<file path="config.mk">
export PLATFORM = sky130hd
export DESIGN_NAME = deserializer
export DESIGN_NICKNAME = d
export VERILOG_FILES = /design/src/rtl/deserializer.sv
export SDC_FILE = /design/constraint.sdc
export NUM_CORES = 1
export LEC_CHECK = 0
export ABC_AREA = 1
export BUFFER_PORTS_ARGS = -buffer_cell sky130_fd_sc_hd__buf_4
export CAP_MARGIN = 20
export CORE_ASPECT_RATIO = 0.6
export CORE_UTILIZATION = 40
export CTS_BUF_LIST = sky130_fd_sc_hd__clkbuf_2 sky130_fd_sc_hd__clkbuf_4 sky130_fd_sc_hd__clkbuf_8
export DETAILED_ROUTE_END_ITERATION = 6
export SLEW_MARGIN = 20
export SYNTH_ARGS = -nofsm -noshare
export SYNTH_HDL_FRONTEND = slang
export SYNTH_SLANG_ARGS = --single-unit
export TNS_END_PERCENT = 5
</file>
<file path="constraint.sdc">
create_clock -name clk_i -period 1.6 [get_ports clk_i]
set_clock_uncertainty 0.1 [all_clocks]
set_input_delay 0.32 -clock clk_i [delete_from_list [all_inputs] [get_ports clk_i]]
set_output_delay 0.32 -clock clk_i [all_outputs]
set_load 0.05 [all_outputs]
</file>
<file path="src/rtl/deserializer.sv">
// deserializer: collects an MSB-first serial bit stream, qualified by a valid
// strobe, into a left-aligned parallel word with a bit count. A frame is one
// contiguous run of valid bits, 1..WIDTH long. Frames shorter than MIN_LEN are
// dropped and flagged. Full frames may be followed back-to-back by the next
// frame with no gap cycle.
module deserializer #(
    parameter int WIDTH   = 16,
    parameter int MOD_W   = $clog2(WIDTH),
    parameter int MIN_LEN = 3
) (
    input  logic             clk_i,
    input  logic             arst_n_i,
    input  logic             ser_data_i,
    input  logic             ser_data_val_i,
    output logic [WIDTH-1:0] deser_data_o,
    output logic [MOD_W-1:0] deser_data_mod_o,
    output logic             deser_data_val_o,
    output logic             len_err_o,
    output logic             busy_o
);

    typedef enum logic {
        IDLE  = 1'b0,
        SHIFT = 1'b1
    } state_t;

    // The counter is one bit wider than the mod output so it can hold WIDTH.
    // Truncating WIDTH to MOD_W bits yields the "0 means full word" encoding.
    localparam logic [MOD_W:0]   CNT_ONE  = (MOD_W+1)'(1);
    localparam logic [MOD_W:0]   CNT_FULL = (MOD_W+1)'(WIDTH);
    localparam logic [MOD_W:0]   CNT_MIN  = (MOD_W+1)'(MIN_LEN);
    localparam logic [MOD_W-1:0] TOP_IDX  = MOD_W'(WIDTH - 1);

    state_t           state;
    logic [MOD_W:0]   bit_cnt;
    logic [WIDTH-1:0] shift_reg;

    // Frame assembly FSM: places each bit at its left-aligned position and
    // emits or drops the frame when the run ends or the word fills.
    always_ff @(posedge clk_i or negedge arst_n_i) begin
        if (!arst_n_i) begin
            state            <= IDLE;
            bit_cnt          <= '0;
            shift_reg        <= '0;
            deser_data_o     <= '0;
            deser_data_mod_o <= '0;
            deser_data_val_o <= 1'b0;
            len_err_o        <= 1'b0;
        end else begin
            deser_data_val_o <= 1'b0;
            len_err_o        <= 1'b0;
            case (state)
                IDLE: begin
                    if (ser_data_val_i) begin
                        shift_reg <= {ser_data_i, {(WIDTH-1){1'b0}}};
                        bit_cnt   <= CNT_ONE;
                        state     <= SHIFT;
                    end
                end
                SHIFT: begin
                    if (bit_cnt == CNT_FULL) begin
                        // Word is full: emit it; a bit arriving now opens the next frame.
                        deser_data_o     <= shift_reg;
                        deser_data_mod_o <= '0;
                        deser_data_val_o <= 1'b1;
                        if (ser_data_val_i) begin
                            shift_reg <= {ser_data_i, {(WIDTH-1){1'b0}}};
                            bit_cnt   <= CNT_ONE;
                        end else begin
                            shift_reg <= '0;
                            bit_cnt   <= '0;
                            state     <= IDLE;
                        end
                    end else if (ser_data_val_i) begin
                        shift_reg[TOP_IDX - bit_cnt[MOD_W-1:0]] <= ser_data_i;
                        bit_cnt <= bit_cnt + CNT_ONE;
                    end else begin
                        // Run ended early: emit if long enough, otherwise flag and drop.
                        if (bit_cnt >= CNT_MIN) begin
                            deser_data_o     <= shift_reg;
                            deser_data_mod_o <= bit_cnt[MOD_W-1:0];
                            deser_data_val_o <= 1'b1;
                        end else begin
                            len_err_o <= 1'b1;
                        end
                        shift_reg <= '0;
                        bit_cnt   <= '0;
                        state     <= IDLE;
                    end
                end
                default: begin
                    shift_reg <= '0;
                    bit_cnt   <= '0;
                    state     <= IDLE;
                end
            endcase
        end
    end

    assign busy_o = (state == SHIFT);

endmodule

</file>
== Yosys cells after proc, flatten, opt, wreduce, memory -nomap -nowiden ==
Index checks and enable logic that the tools add are counted.
Operators by class
  add/sub/neg operators: 2
  $mul: 0
  divide/modulo/power cells: 0
  $lt $le $gt $ge: 3
  equal/unequal tests: 3
  shift-type cells: 0
  mux-type cells: 28
  bitwise gates (word level): 1
  reductions and logical operators: 3
Operators with widths (count)
  16-bit 2-to-1 mux: 7
  16-bit one-hot mux with 2 select lines: 1
  16-bit bitwise mux: 1
  5-bit 2-to-1 mux: 3
  4-bit 2-to-1 mux: 3
  1-bit 2-to-1 mux: 11
  5-bit one-hot mux with 2 select lines: 1
  5-bit by 1-bit adder with 5-bit output (second input constant): 1
  5-bit == test (second input constant): 1
  5-bit by 2-bit greater-or-equal comparator with 1-bit output (second input constant): 1
  4-bit by 5-bit < comparator with 1-bit output (second input constant): 1
  1-bit demux with 4-bit select: 1
  4-bit by 1-bit greater-or-equal comparator with 1-bit output (second input constant): 1
  4-bit subtractor (first input constant): 1
  3-bit AND reduction: 1
  2-bit by 1-bit != test with 1-bit output (second input constant): 1
  2-bit != test (second input constant): 1
  2-bit nonzero test: 1
  1-bit logical AND: 1
  1-bit inverter: 1
Storage, ports and cells
  bits in registers: 44
  bits in latches: 0
  bits in writable memories: 0
  memory bits (read-only): 0
  bits of input ports: 4
  word-level logic and storage cells: 47
  memories kept: 0

== Longest topological paths before layout ==
  word-level depth: 9
  gate-level depth with buffers: 8
  mapped depth without buffers: 7

== Worst setup path before layout ==
OpenSTA, ideal clock, no wires.
  path type: register to register
  from: reg state (netlist: busy_o)
  to: reg shift_reg[15]
  arrival: 1308 ps
  required time: 1372 ps
  setup slack: 64 ps
  stages on the path, launching flop included: 6
  buffers on the path: 1
  clock period less this slack: 1536 ps
  cells stage by stage: dfrtp_1 -> buf_2 -> inv_1 -> o21ai_0 -> o21bai_1 -> o21ai_0
On the way
  longest elaborated chain between the ends: 2
  elaborated cells between the ends (all ways): 3
  those cells by class: eq/ne (1); mux (1); bitwise (1)
RTL lines
  start: declaration: line 34  | state_t state;
  start signal: assignment: line 42  | state <= IDLE;
  start signal: assignment: line 57  | state <= SHIFT;
  start signal: assignment: line 72  | state <= IDLE;
  1-bit inverter
  16-bit one-hot mux with 2 select lines / 2-bit != test (equally long branches)
  end signal: assignment: line 55  | shift_reg <= {ser_data_i, {(WIDTH-1){1'b0}}};
  end signal: assignment: line 67  | shift_reg <= {ser_data_i, {(WIDTH-1){1'b0}}};
  end signal: indexed assignment: line 75  | shift_reg[TOP_IDX - bit_cnt[MOD_W-1:0]] <= ser_data_i;
  end: declaration: line 36  | logic [WIDTH-1:0] shift_reg;
Several ways; a longest one is shown, not always the timed one.
A chain may end at the register's enable or synchronous reset.

== Worst setup path after layout ==
  from: reg state (netlist: busy_o)
  to: out busy_o
RTL lines
  end: declaration: line 19  | output logic busy_o
No word-level cell between the ends.

==> run summary <==
The final layout net count came out at 307. The hold violation count in the final report came out at 0. The critical path data required time is 1180 ps. The number of distinct library cells after synthesis came out at 23.

The wire length reported by the detailed router came out at 4891 um. For this configuration, the core starts out at a cell density of 0.4217. The final number of setup-violating endpoints came out at 0.

In this design, the critical path's most frequently occurring cell is sky130_fd_sc_hd__buf_4. The tool flagged a number of max-cap violations equal to 0. The number of ports placed on the die boundary came out at 27. The total of buffers placed on input and output ports came out at 26.

Overall power consumption after layout is estimated at 2.684 mW. The Yosys step of the flow raised 0 warnings. On the critical path the largest part of the delay comes from flip-flops. The number of antenna violations at the first check in global routing came to 0. The worst setup path is launched from a flop. sky130_fd_sc_hd__nand2_1 is the most common cell in the netlist. The worst pin sits at a relative slew slack of 0.6236. The smallest clock period supported by the final layout is computed as 1517 ps.

The die is 96.94 um wide. The maximum number of buffers from clock root to sink is 2. The share of synthesized area occupied by flip-flops and latches is 0.5090.

The internal power component came out at 1.829 mW. The critical path goes through buf_4 > buf_4. The combinational share of power came out at 0.228. The length of the first detailed-routing pass in iterations came out at 4. Relative to the synthesized area, the layout overhead comes to 20.99%. The overall via count from detail_route came out at 1795. The post-synth net total came out at 270. The count of flip-flops with a built-in enable after synthesis is 0. In this run the clock root is driven by a sky130_fd_sc_hd__clkbuf_8. The via count of the first global-routing pass came to 1646.

The share of synthesized flip-flops with an asynchronous set or reset came out at 1.000. The core area is 5130 um^2. The floorplan has 20 rows. The critical path start-end classification is reg2out. The repair_antennas step left the layout with diodes totalling 0. The remaining design rule violation count came out at 0. The post-synth design cell area is 2163 um^2. The filler-free cell count of the finished design is 366. The maximum single-stage delay on the critical path is 420 ps. The first global-routing pass estimated 8349 um of wire. STA classifies the critical path endpoint as an output port. The maximum frequency from static timing analysis is 0.6593 GHz. Dividing the final minimum period by the clock period gives 0.9480. The total clock sinks came out at 44.

The gate count of the mapped netlist is 262. The largest fanout on the critical path came out at 7. The number of pins with negative max-slew slack in the final report came out at 0. Entering global routing, the biggest net connects 45 pins. The areal power density over the cells came out at 1025 nW/um^2. The vertical extent of the die is 58.97 um. The clock group share of total power is 0.320. The worst setup slack before clock tree synthesis is -80.08 ps. The first routing iteration left 93 violations. The flow ran to the end, and the final reports show no timing, DRC or antenna violations. Setup repair after global routing could not meet its margin everywhere.

For this design the static power due to leakage is 1.500 nW. In the post-synthesis netlist, the biggest area contributors are sky130_fd_sc_hd__dfrtp_1 51%, sky130_fd_sc_hd__nand2_1 18%, sky130_fd_sc_hd__nand3_1 6.2%. The number of storage elements in the synthesis netlist is 44.

Ranked by instance count, the synthesized netlist is headed by 104 x sky130_fd_sc_hd__nand2_1, 44 x sky130_fd_sc_hd__dfrtp_1, 27 x sky130_fd_sc_hd__nand3_1. The CTS buffer count is 5. Summed over all nets, the half-perimeter wirelength after detailed placement is 3528 um.

The area enclosed by the die boundary is 5716 um^2. The congestion estimate from routability-driven global placement came to 0.8591. The transition at the pin with the smallest max-transition slack is 564.6 ps.

The min-delay analysis places its worst path in the category in2reg. The biggest area contributor in the post-synthesis netlist is sky130_fd_sc_hd__dfrtp_1. The H-tree was split into 2 levels. Of the total power, the share spent switching nets is 0.3187. The share of cells above drive strength 1 came out at 0.2100.

Across all hold checks on the routed design, the worst slack comes to 113.4 ps. The proportion of netlist area held by the largest area contributor came out at 0.5090. The count of placed standard cells including taps is 357. The clock latency of the later-clocked register in the worst-skew pair came out at 310 ps.

The remaining antenna violation count after routing came out at 0. The average routed wire per standard cell is 13.36 um. The share of total power dissipated in sequential elements is 0.451.

The worst-case vdd ir drop came out at 580.5 uV. In the post-route analysis, the smallest setup slack over all paths is 83.24 ps. The switching power total came out at 0.8555 mW.

The global-route usage over all layers is 0.1921. STA puts the critical path data arrival time at 1100 ps. TritonCTS built the clock tree. After global routing the overflow that remains totals 0.

After detailed routing, the number of vias per cell comes to 4.904. The average footprint of a synthesized cell is 8.257 um^2. The clock transition time at the flip-flop clock pins of the worst setup and hold paths came out at 80 ps.

Among all flip-flop cells after synthesis, the most frequent one is sky130_fd_sc_hd__dfrtp_1. Together, buffers and inverters on the worst path number 2. The cell with the largest stage delay on the worst path is sky130_fd_sc_hd__dfrtp_1.
==> logic make-up (layout without fill, tap and decap cells) <==
family / after synthesis / after routing / synth area share
flip-flops: 44 / 44 / 0.5090
AND/OR/NAND/NOR: 168 / 168 / 0.3470
AO/OA/AOI/OAI: 10 / 10 / 0.02602
adder cells (fa/ha/maj): 4 / 4 / 0.02314
buffers and inverters: 36 / 74 / 0.09485
==> placed cells by master, fill, tap and decap left out <==
cell / instances
sky130_fd_sc_hd__a21oi_1: 1
sky130_fd_sc_hd__buf_12: 2
sky130_fd_sc_hd__buf_4: 39
sky130_fd_sc_hd__buf_6: 1
sky130_fd_sc_hd__bufinv_16: 1
sky130_fd_sc_hd__clkbuf_8: 5
sky130_fd_sc_hd__clkinv_1: 1
sky130_fd_sc_hd__clkinv_2: 1
sky130_fd_sc_hd__clkinvlp_4: 1
sky130_fd_sc_hd__dfrtp_1: 44
sky130_fd_sc_hd__dlygate4sd3_1: 1
sky130_fd_sc_hd__ha_1: 3
sky130_fd_sc_hd__ha_4: 1
sky130_fd_sc_hd__inv_1: 19
sky130_fd_sc_hd__inv_2: 3
sky130_fd_sc_hd__nand2_1: 103
sky130_fd_sc_hd__nand2_2: 3
sky130_fd_sc_hd__nand2_4: 1
sky130_fd_sc_hd__nand3_1: 26
sky130_fd_sc_hd__nand3_2: 2
sky130_fd_sc_hd__nand3_4: 1
sky130_fd_sc_hd__nand4_1: 18
sky130_fd_sc_hd__nor2_1: 12
sky130_fd_sc_hd__nor2_4: 1
sky130_fd_sc_hd__nor3_2: 1
sky130_fd_sc_hd__o21ai_0: 5
sky130_fd_sc_hd__o21bai_1: 1
sky130_fd_sc_hd__o22ai_1: 3
==> repair_timing <==
item | 4_1_cts | 5_1_grt
hold buffers | 1 | 0
pin swaps | 0 | 2
endpoints found under the hold margin | 44 | 0
resized for setup | 1 | 7
buffers inserted | 0 | 0
cloned | 0 | 0
setup endpoints to repair | 11 | 37
==> stage by stage <==
stage | util | cell area, um^2 | TNS (ps)
2_1_floorplan | - | 2163 | 0
3_3_place_gp | 0.4810 | 2467 | 0
3_5_place_dp | 0.4810 | 2467 | -689.4
4_1_cts | 0.5051 | 2591 | 0
5_1_grt | 0.5102 | 2618 | -50.80
6_report | 0.5102 | 2618 | 0
==> path summary, 6_finish.rpt <==
check | to | start | slack [ps] | cells after the start
max | busy_o | busy_o$_DFF_PN0_ | 80 | 2
min | busy_o$_DFF_PN0_ | ser_data_val_i | 110 | 1
max reg2reg | deser_data_o[7]$_DFFE_PN0P_ | bit_cnt[0]$_DFFE_PN0P_ | 80 | 6
min reg2reg | deser_data_o[6]$_DFFE_PN0P_ | deser_data_o[6]$_DFFE_PN0P_ | 380 | 2
max in group asynchronous | shift_reg[15]$_DFFE_PN0P_ | arst_n_i | 560 | 2
min in group asynchronous | deser_data_o[12]$_DFFE_PN0P_ | arst_n_i | 430 | 2
==> metal layers <==
metal / global-route usage / vias to the layer above / routed length, um
met5: 0 / - / 0
met4: 0.07036 / 0 / 44
met3: 0.04276 / 7 / 207
met2: 0.2716 / 40 / 1978
met1: 0.2882 / 836 / 2661
li1: - / 912 / -
==> power by group through the flow <==
stage / registers, mW / logic (mW) / clock network [mW]
2_1_floorplan: 1.41 / 0.212 / 0
3_3_place_gp: 1.23 / 0.595 / 0
3_5_place_dp: 1.23 / 0.597 / 0
4_1_cts: 1.21 / 0.600 / 0.891
5_1_grt: 1.22 / 0.663 / 0.930
6_report: 1.21 / 0.613 / 0.860
==> layout make-up <==
class,instances,area (um^2)
Multi-Input combinational cell,182,882.1
Fill cell,490,2512
Tap cell,66,82.58
Timing Repair Buffer,43,354.1
Sequential cell,44,1101
Inverter,23,86.33
Clock buffer,5,68.82
Clock inverter,3,42.54
Power figures use the tool's default switching activity.
